## src/rtl/image_scheduler.sv

```systemverilog
// Ping-pong image buffer scheduler: fills one bank from the host while the engine reads the other.
// Optional RUN watchdog enabled by defining IMAGE_SCHEDULER_TIMEOUT_EN.
module image_scheduler #(
  parameter int NUM_PIXELS     = 784,
  parameter int TIMEOUT_CYCLES = 16384
) (
  input  logic        clk,
  input  logic        rst,
  input  logic        weights_ready,
  input  logic        pix_valid,
  input  logic [7:0]  pix_data,
  output logic        pix_ready,
  output logic        buf_we,
  output logic [10:0] buf_waddr,
  output logic [7:0]  buf_wdata,
  output logic        rd_bank,
  output logic        infer_start,
  input  logic        infer_busy,
  input  logic        infer_done,
  input  logic [3:0]  infer_digit,
  output logic        res_valid,
  output logic [3:0]  res_digit,
  input  logic        res_ready,
  output logic        err_timeout
);
  typedef enum logic [1:0] {IDLE, START, RUN, HOLD} state_t;
  localparam logic [9:0] LAST_IDX = 10'(NUM_PIXELS - 1);

  state_t     state, state_nx;
  logic [9:0] wr_idx;
  logic       wr_bank;
  logic [1:0] full, set_full, clr_full;
  logic       xfer, last_xfer, oldest;
  logic       sel, fin_done, fin_to, ack, timeout_hit;
  logic       unused_busy;

  assign unused_busy = infer_busy;

  assign pix_ready   = ~full[wr_bank];
  assign xfer        = pix_valid & pix_ready;
  assign last_xfer   = xfer && (wr_idx == LAST_IDX);
  assign buf_we      = xfer;
  assign buf_waddr   = {wr_bank, wr_idx};
  assign buf_wdata   = pix_data;
  assign infer_start = (state == START);

  // With both banks full the writer points at the older one (it filled first).
  assign oldest   = (&full) ? wr_bank : full[1];
  assign set_full = {last_xfer & wr_bank, last_xfer & ~wr_bank};
  assign clr_full = {2{fin_done | fin_to}} & {rd_bank, ~rd_bank};

`ifdef IMAGE_SCHEDULER_TIMEOUT_EN
  localparam int TW = $clog2(TIMEOUT_CYCLES + 1);
  localparam logic [TW-1:0] TO_LAST = TW'(TIMEOUT_CYCLES - 1);
  logic [TW-1:0] to_cnt;

  always_ff @(posedge clk) begin
    if (rst || state == START) to_cnt <= '0;
    else if (state == RUN)     to_cnt <= to_cnt + TW'(1);
  end

  assign timeout_hit = (to_cnt == TO_LAST);

  always_ff @(posedge clk) begin
    if (rst)         err_timeout <= 1'b0;
    else if (fin_to) err_timeout <= 1'b1;
  end
`else
  logic unused_to;
  assign unused_to   = (TIMEOUT_CYCLES > 0);
  assign timeout_hit = 1'b0;
  assign err_timeout = 1'b0;
`endif

  always_comb begin
    state_nx = state;
    sel      = 1'b0;
    fin_done = 1'b0;
    fin_to   = 1'b0;
    ack      = 1'b0;
    case (state)
      IDLE:  if (weights_ready && |full) begin sel = 1'b1; state_nx = START; end
      START: state_nx = RUN;
      RUN: begin
        if (infer_done)       begin fin_done = 1'b1; state_nx = HOLD; end
        else if (timeout_hit) begin fin_to   = 1'b1; state_nx = HOLD; end
      end
      HOLD:  if (res_ready) begin ack = 1'b1; state_nx = IDLE; end
      default: state_nx = IDLE;
    endcase
  end

  always_ff @(posedge clk) begin
    if (rst) begin
      state     <= IDLE;
      wr_idx    <= '0;
      wr_bank   <= 1'b0;
      full      <= '0;
      rd_bank   <= 1'b0;
      res_valid <= 1'b0;
      res_digit <= '0;
    end else begin
      state <= state_nx;
      full  <= (full | set_full) & ~clr_full;
      if (xfer) begin
        wr_idx <= last_xfer ? '0 : wr_idx + 10'd1;
        if (last_xfer) wr_bank <= ~wr_bank;
      end
      if (sel) rd_bank <= oldest;
      if (fin_done) begin
        res_digit <= infer_digit;
        res_valid <= 1'b1;
      end
      if (fin_to) begin
        res_digit <= 4'hF;
        res_valid <= 1'b1;
      end
      if (ack) res_valid <= 1'b0;
    end
  end
endmodule

```

## config.mk

```make
export PLATFORM = sky130hd
export DESIGN_NAME = image_scheduler
export DESIGN_NICKNAME = d
export VERILOG_FILES = /design/src/rtl/image_scheduler.sv
export SDC_FILE = /design/constraint.sdc
export NUM_CORES = 1
export LEC_CHECK = 0
export ABC_AREA = 1
export BUFFER_PORTS_ARGS = -buffer_cell sky130_fd_sc_hd__buf_2
export CAP_MARGIN = 20
export CORE_UTILIZATION = 40
export DETAILED_ROUTE_END_ITERATION = 10
export HOLD_SLACK_MARGIN = 0.15
export MAX_ROUTING_LAYER = met4
export PLACE_DENSITY = 0.68
export SLEW_MARGIN = 20
export SYNTH_ARGS = -nofsm -noshare
export SYNTH_HDL_FRONTEND = slang
export SYNTH_SLANG_ARGS = --single-unit
```

## constraint.sdc

```tcl
create_clock -name clk -period 1.3 [get_ports clk]
set_input_delay 0.13 -clock clk [delete_from_list [all_inputs] [get_ports clk]]
set_output_delay 0.13 -clock clk [all_outputs]
set_load 0.02 [all_outputs]
```

==> results of run 1 <==
path summary, 6_finish.rpt:
check | to | from | slack [ps] | cells after the start
worst max-delay path | buf_we | wr_bank | 30 | 5
worst min-delay path | rd_bank | weights_ready | 220 | 5
worst max register to register | wr_idx[1] | wr_idx[1] | 80 | 6
worst min register to register | full[1] | full[1] | 490 | 2
logic make-up (layout without fill, tap and decap cells):
group | after synthesis | count (layout) | synth area share
other | 1 | 1 | 0.00330
AO/OA/AOI/OAI | 19 | 19 | 0.0860
adder cells (fa/ha/maj) | 5 | 5 | 0.0551
flip-flops | 21 | 21 | 0.370
XOR/XNOR | 4 | 4 | 0.0309
buffers and inverters | 33 | 70 | 0.144
AND/OR/NAND/NOR | 80 | 80 | 0.310
sequential cells by signal, summed over array words and instances (netlist names):
name and cells:
res_digit 4, res_valid 1, state 2, wr_idx 10
rd_bank 1, wr_bank 1, full 2
metal layers:
layer,part of all wire,vias up,wire [microns]
met1,0.42,503,1040
li1,-,570,-
met2,0.51,41,1260
met4,0.014,0,35
met5,0,-,0
met3,0.061,8,151
layout make-up:
cell class              instances  area [sq um]  share of cell area
well taps                      30          37.5              0.0261
inverters                      21          81.3              0.0565
multi-input cells             109           578               0.401
flip-flops and latches         21           427               0.296
repair buffers                 45           290               0.202
clock buffers                   4          26.3              0.0182
repair_timing:
item / 4_1_cts / 5_1_grt
endpoints found under the setup margin: 2 / 16
hold buffers: 6 / 0
hold endpoints to repair: 11 / 0
buffers inserted: 5 / 2
pin swaps: 1 / 2
resized for setup: 6 / 13
synth_stat cells, drive strengths merged:
| cell type | count |
|---|---|
| o21ai | 10 |
| nor3 | 4 |
| o211ai | 1 |
| dfxtp | 21 |
| buf | 12 |
| xor2 | 2 |
| xnor2 | 2 |
| conb | 1 |
| nand4 | 2 |
| a21oi | 8 |
| nor2 | 29 |
| nand2 | 34 |
| inv | 21 |
| nand3 | 11 |
| ha | 5 |
worst reg2reg max path, cell delays in order, from the launching register on:
cell and delay [ps]:
dfxtp_2 370, ha_2 190, nand3_1 120, nor2_4 170, nand2_2 100, nand2_2 90, o21ai_0 80
power breakdown:
part	leakage, nW	total (mW)	switching (mW)	internal (mW)
clock network	0.0150	0.324	0.204	0.120
logic	0.505	0.473	0.287	0.186
registers	0.172	0.749	0.0420	0.707
total	0.692	1.55	0.533	1.01
==> flow_summary.yaml, run 1 <==
outcome:
  status: "complete, no violations"
drt:
  routed-via-count: 1122
  vias_per_cell: 4.88
  wire_per_inst_microns: 10.8
  ant_nets: 0
  finalWirelength_mm: 2.49
  drt_iter0_markers: 59
  drtPass1Iterations: 4
  drc: 0
sta:
  rsz0062_at_grt: "yes"
  min_period_over_period: 0.973
  tns_ps: 0
  drv_slew: 0
  setup_slack_ps: 35.0
  hold_viol_final: 0
  fmax_mhz: 791
  setup_viol_count_final: 0
  skew_ps: 9.17
  fin_hold_ws_ps: 220
  period_needed_ps: 1270
layout:
  layout.nets: 225
  mostFrequentLayoutCell: "nand2_1"
  finalNonFillerCells: 230
  fillers: 255
  final_cell_area_sq_um: 1440
  n_antenna_cell: 0
  layout_common_cells: "nand2_1, buf_2, nor2_1"
  final_util: 0.561
  drive_gt1_frac: 0.310
  synthToLayoutAreaGrowth_pct: 26.9
placement:
  dp.cells: 213
  gp_congestion: 0.774
  io_buffers: 29
  post-place-ws_ps: 28.3
  dp_hpwl_mm: 1.80
  place_area_sq_um: 1260
synth:
  synth_top_area_frac: 0.370
  synthTopCellsByArea: "dfxtp_1, nand2_1, nor2_1"
  syn-num-nets: 187
  synth_area_sq_um: 1130
  netlist_instances: 163
  synth_cell_types: 21
  synth_top_area_cell: "dfxtp_1"
  ys_ff_latch: 21
  seq_area_frac_synth: 0.370
  synth.avg_cell_area_sq_um: 6.96
  yosys_warnings: 0
critical_path:
  crit_chain: "inv_2 -> nand2_4 -> nand3_4 -> inv_4 -> buf_6"
  startpoint_type: "register"
  cp_top_family: "flip-flops"
  crit_buf_inv: 3
  max_stage_delay_ps: 380
  cp.arrival_ps: 1140
  path_class: "register to output port"
  critical_path_required_ps: 1170
  critPathSlowestCell: "dfxtp_2"
  end_kind: "output port"
  path_max_fanout: 5
grt:
  grt.overflow.total: 0
  grt.busiest_layer: "met2"
  grt_use_met3: 0.0515
  globalRouteMet1Util: 0.172
  grt_pass1_vias: 1010
  met2_usage: 0.306
  grt_antenna_before_repair: 0
  grt_max_degree: 14
  grt_usage: 0.168
  grt_pass1_wl_mm: 4.12
job:
  drv_cap: 0
die:
  start_util: 0.442
  die_area_sq_um: 3050
  placementRows: 18
  core_sq_um: 2570
  dieWidth_microns: 55.3
  io-pin-count: 48
  die_h_microns: 55.3
cts:
  cts_root_buffer: "clkbuf_4"
  clock_path_buffers: 2
  cts_max_level: 1
  numCtsBuffers: 3
  cts_tree: "done"
  clk-insertion-delay-late_ps: 310
  clkTransAtPathRegs_ps: 110
  clkSinkCount: 21
hold_path:
  hold_class: "primary input to register"
pwr:
  ir_drop_mv: 0.828
  powerDensity_nw_per_um2: 1070
  p_leak_nw: 0.692
  finalPower_mw: 1.55
Power figures use the tool's default switching activity.
==> run 2, diff against run 1 <==
- CAP_MARGIN: 20 -> 25
- CTS_BUF_LIST: default -> sky130_fd_sc_hd__clkbuf_4
==> run 2 against run 1 <==
Global-route usage stayed put; worst setup slack hardly changed; non-clock buffer count stayed put; sequential share of layout area is 0.077 points lower; first-iteration DRC count is 5.1% lower; via count hardly changed; fmax hardly changed; sequential power hardly changed; clock-buffer cell count stayed put; sequential cell count stayed put; combinational power hardly changed; utilization is 0.15 points higher.
==> flow_summary.yaml, run 2 (synthesis gave the netlist of run 1 again) <==
job:
  drv_cap: 0
critical_path:
  crit_buf_inv: 3
  reg2regPathDepth: 6
  end_kind: "output port"
  r2r_start: "wr_idx[1]"
  startpoint_type: "register"
  cp-startpoint: "wr_bank"
  worstSetupEndpoint: "buf_we"
  critPathSlowestCell: "dfxtp_2"
  critical_path_required_ps: 1170
  crit_chain: "inv_2 -> nand2_4 -> nand3_4 -> inv_4 -> buf_6"
  cp.arrival_ps: 1130
  path_class: "register to output port"
  cp_top_family: "flip-flops"
  rrSetupSlack_ps: 80
  worstReg2RegEnd: "wr_idx[1]"
  crit_cells: 5
  path_max_fanout: 5
  max_stage_delay_ps: 380
cts:
  cts_root_buffer: "clkbuf_4"
  clkTransAtPathRegs_ps: 110
  cts_tree: "done"
  cts_max_level: 1
  numCtsBuffers: 3
  clk-insertion-delay-late_ps: 310
  clock_path_buffers: 2
  clkSinkCount: 21
hold_path:
  hold_class: "primary input to register"
placement:
  dp.cells: 213
  gp_congestion: 0.774
  dp_hpwl_mm: 1.80
  io_buffers: 29
sta:
  setup_viol_count_final: 0
  hold_viol_final: 0
  fmax_mhz: 791
  rsz0062_at_grt: "yes"
  skew_ps: 10.4
  drv_slew: 0
  period_needed_ps: 1260
  tns_ps: 0
  min_period_over_period: 0.973
layout:
  final_util: 0.562
  synthToLayoutAreaGrowth_pct: 27.2
  top_register: "wr_idx"
  mostFrequentLayoutCell: "nand2_1"
  reg_top3: "wr_idx x10, res_digit x4"
  multi_input_area_sq_um: 578
  layout_common_cells: "nand2_1, buf_2, nor2_1"
  n_antenna_cell: 0
  drive_gt1_frac: 0.315
  layout.nets: 225
  largest_reg_flops: 10
  fillers: 253
  register_area_sq_um: 427
  finalNonFillerCells: 230
grt:
  grt_usage: 0.168
  grt_max_degree: 14
  grt_pass1_wl_mm: 4.13
  met2_usage: 0.306
  grt.busiest_layer: "met2"
  grt_antenna_before_repair: 0
  grt_pass1_vias: 1011
  globalRouteMet1Util: 0.172
  grt.overflow.total: 0
  grt_use_met3: 0.0515
drt:
  routed-via-count: 1123
  ant_nets: 0
  drt_iter0_markers: 56
  wire_per_inst_microns: 10.8
  drtPass1Iterations: 4
  vias_per_cell: 4.88
  finalWirelength_mm: 2.49
  drc: 0
die:
  io-pin-count: 48
  start_util: 0.442
  die_area_sq_um: 3050
  dieWidth_microns: 55.3
  placementRows: 18
  core_sq_um: 2570
  die_h_microns: 55.3
pwr:
  power.switching_uw: 534
  powerDensity_nw_per_um2: 1090
  power_frac_comb: 0.302
  p_leak_nw: 0.695
  p_int_mw: 1.03
  ir_drop_mv: 0.830
  seq_power_share: 0.478
  pwr-share-clk: 0.221
  swShare: 0.341
outcome:
  status: "complete, no violations"
==> run 2: cell counts in the layout (fill, tap and decap cells not counted) <==
No cell type changed its count.
==> run 2: per-stage QoR <==
step | setup slack (ps) | total power [mW] | area (sq um) | hold slack, ps
after floorplan | 65.8 | 1.10 | 1140 | 223
after global placement | 62.3 | 1.16 | 1260 | 260
after detailed placement | 28.3 | 1.19 | 1260 | 260
after CTS | 3.63 | 1.56 | 1400 | 212
after global routing | -42.7 | 1.66 | 1440 | 239
final | 35.3 | 1.57 | 1440 | 220
==> run 2: worst reg2reg max path: cells and delay by family, from the launching register on <==
family                     cells  cell delay [ps]
and+or+nand+nor                4              480
DFF                            1              370
AOI/OAI and AO/OA              1               80
adders and majority gates      1              190
==> run 2: worst min path at each step <==
stage	startpoint	end	slack, ps	cells after the start
global route	infer_done	full[0]	240	4
global placement	pix_data[4]	buf_wdata[4]	260	0
detailed placement	pix_data[4]	buf_wdata[4]	260	0
CTS	infer_done	state[0]	210	5
finish	weights_ready	rd_bank	220	5
floorplan	res_ready	res_valid	220	1
==> run 2: area by class of cell <==
class / count / area share
Clock buffer: 4 / 0.0208
Sequential cell: 21 / 0.295
Multi-Input combinational cell: 109 / 0.400
Tap cell: 30 / 0.0260
Timing Repair Buffer: 45 / 0.201
Inverter: 21 / 0.0563
==> run 2: routing by layer <==
metal / wire [microns] / vias to the layer above / share of wire
met2: 1260 / 41 / 0.51
met5: 0 / - / 0
met1: 1040 / 504 / 0.42
met4: 35 / 0 / 0.014
met3: 151 / 8 / 0.061
li1: - / 570 / -
==> run 2: power by group through the flow <==
| stage | Sequential [mW] | Clock (mW) | Combinational, mW |
|---|---|---|---|
| 2_1_floorplan | 0.791 | 0 | 0.308 |
| 3_3_place_gp | 0.754 | 0 | 0.407 |
| 3_5_place_dp | 0.759 | 0 | 0.430 |
| 4_1_cts | 0.749 | 0.359 | 0.457 |
| 5_1_grt | 0.757 | 0.379 | 0.526 |
| 6_report | 0.749 | 0.346 | 0.473 |
==> run 2: what timing repair did <==
action	CTS	global route
endpoints found under the setup margin	2	16
hold endpoints to repair	11	0
gates resized for setup	6	13
hold buffers	6	0
pin swaps	1	2
buffers inserted	5	2
==> run 3, diff against run 2 <==
- clock period: 1.3 -> 1.47 ns (I/O delays scaled with it)
==> run 3 against run 2 <==
Utilization shrank 3.1 points; design area shrank 5.5%; die area stayed put; critical endpoint unchanged; largest cell class unchanged.
==> flow_summary.yaml, run 3 (synthesis gave the netlist of run 1 again) <==
outcome:
  status: "complete, no violations"
die:
  die_h_microns: 55.3
  io-pin-count: 48
  core_sq_um: 2570
  start_util: 0.442
  dieWidth_microns: 55.3
  die_area_sq_um: 3050
  placementRows: 18
layout:
  synthToLayoutAreaGrowth_pct: 20.3
  layout.nets: 218
  layout_common_cells: "nand2_1, buf_2, nor2_1"
  reg_top3: "wr_idx x10, res_digit x4"
  fillers: 256
  top_register: "wr_idx"
  n_antenna_cell: 0
  drive_gt1_frac: 0.233
  largest_reg_flops: 10
  mostFrequentLayoutCell: "nand2_1"
grt:
  grt_usage: 0.171
  grt_pass1_vias: 1020
  grt_max_degree: 14
  grt_antenna_before_repair: 0
  grt_pass1_wl_mm: 4.16
  grt.overflow.total: 0
sta:
  tns_ps: 0
  period_needed_ps: 1390
  min_period_over_period: 0.943
  rsz0062_at_grt: "no"
  setup_viol_count_final: 0
  drv_slew: 0
  hold_viol_final: 0
  fin_hold_ws_ps: 235
  skew_ps: 9.45
  fmax_mhz: 722
cts:
  numCtsBuffers: 3
  cts_tree: "done"
  clock_path_buffers: 2
  clkSinkCount: 21
  clkTransAtPathRegs_ps: 130
  clk-insertion-delay-late_ps: 300
  cts_root_buffer: "clkbuf_4"
  cts_max_level: 1
critical_path:
  cp.arrival_ps: 1240
  end_kind: "output port"
  max_stage_delay_ps: 360
  startpoint_type: "register"
  crit_chain: "inv_1 -> nand2_2 -> nand3_4 -> inv_4 -> buf_2"
  critPathSlowestCell: "dfxtp_2"
  path_max_fanout: 8
  critical_path_required_ps: 1320
  path_class: "register to output port"
drt:
  drt_iter0_markers: 36
  vias_per_cell: 4.82
  drc: 0
  routed-via-count: 1074
  finalWirelength_mm: 2.43
  drtPass1Iterations: 4
  ant_nets: 0
  wire_per_inst_microns: 10.9
placement:
  gp_congestion: 0.777
  io_buffers: 29
  dp_hpwl_mm: 1.82
pwr:
  finalPower_mw: 1.33
  powerDensity_nw_per_um2: 978
  ir_drop_mv: 0.769
  p_leak_nw: 0.661
hold_path:
  hold_class: "primary input to register"
job:
  drv_cap: 0
-- run 3: cell count changes in the layout (fill, tap and decap cells not counted), sizes merged --
cell      before  now
clkbuf         4    3
buf           39   32
clkinvlp       0    1
-- run 3: area by class of cell --
type	instances	area [sq um]	share of cell area
clock buffers	3	22.5	0.0165
well taps	30	37.5	0.0275
multi-input cells	109	553	0.405
clock inverters	1	7.51	0.00550
inverters	21	81.3	0.0596
flip-flops and latches	21	423	0.310
repair buffers	38	240	0.176
-- run 3: worst max-delay path, delay by kind of cell, from the launching register on --
kind / cells / cell delay, ps
flops: 1 / 360
buf+inv: 3 / 350
simple gates: 2 / 220
-- run 3: power by group --
part	internal, mW	switching [mW]	leakage (nW)	total [mW]
combinational	0.150	0.245	0.475	0.395
clock	0.103	0.182	0.0139	0.286
sequential	0.622	0.0327	0.171	0.655
total	0.875	0.460	0.661	1.33
-- run 3: per-stage QoR --
| step | setup slack, ps | instance area (sq um) | instances | utilization |
|---|---|---|---|---|
| floorplan | 137 | 1130 | 163 | - |
| global placement | 189 | 1230 | 210 | 0.480 |
| detailed placement | 160 | 1230 | 210 | 0.480 |
| CTS | 6.93 | 1330 | 220 | 0.517 |
| global route | 19.4 | 1370 | 223 | 0.532 |
| finish | 84.1 | 1370 | 223 | 0.532 |
-- run 3: layer usage --
metal / track usage / share of wire / up-vias
met5: - / 0 / -
met3: 0.0304 / 0.046 / 4
li1: - / - / 556
met1: 0.177 / 0.43 / 491
met4: 0.0643 / 0.0078 / 0
met2: 0.318 / 0.51 / 23
-- run 3: final timing paths --
check	start	end	slack, ps	depth (start not counted)
min	weights_ready	rd_bank	230	5
min reg2reg	res_digit[0]	res_digit[0]	500	2
max	wr_bank	buf_we	80	5
max reg2reg	wr_bank	wr_idx[1]	140	8
-- run 3: what timing repair did --
item,CTS,global route
setup endpoints to repair,1,3
pin swaps,1,1
gates cloned,0,0
hold buffers,6,0
buffers inserted,0,3
gates resized for setup,2,2
endpoints found under the hold margin,11,0
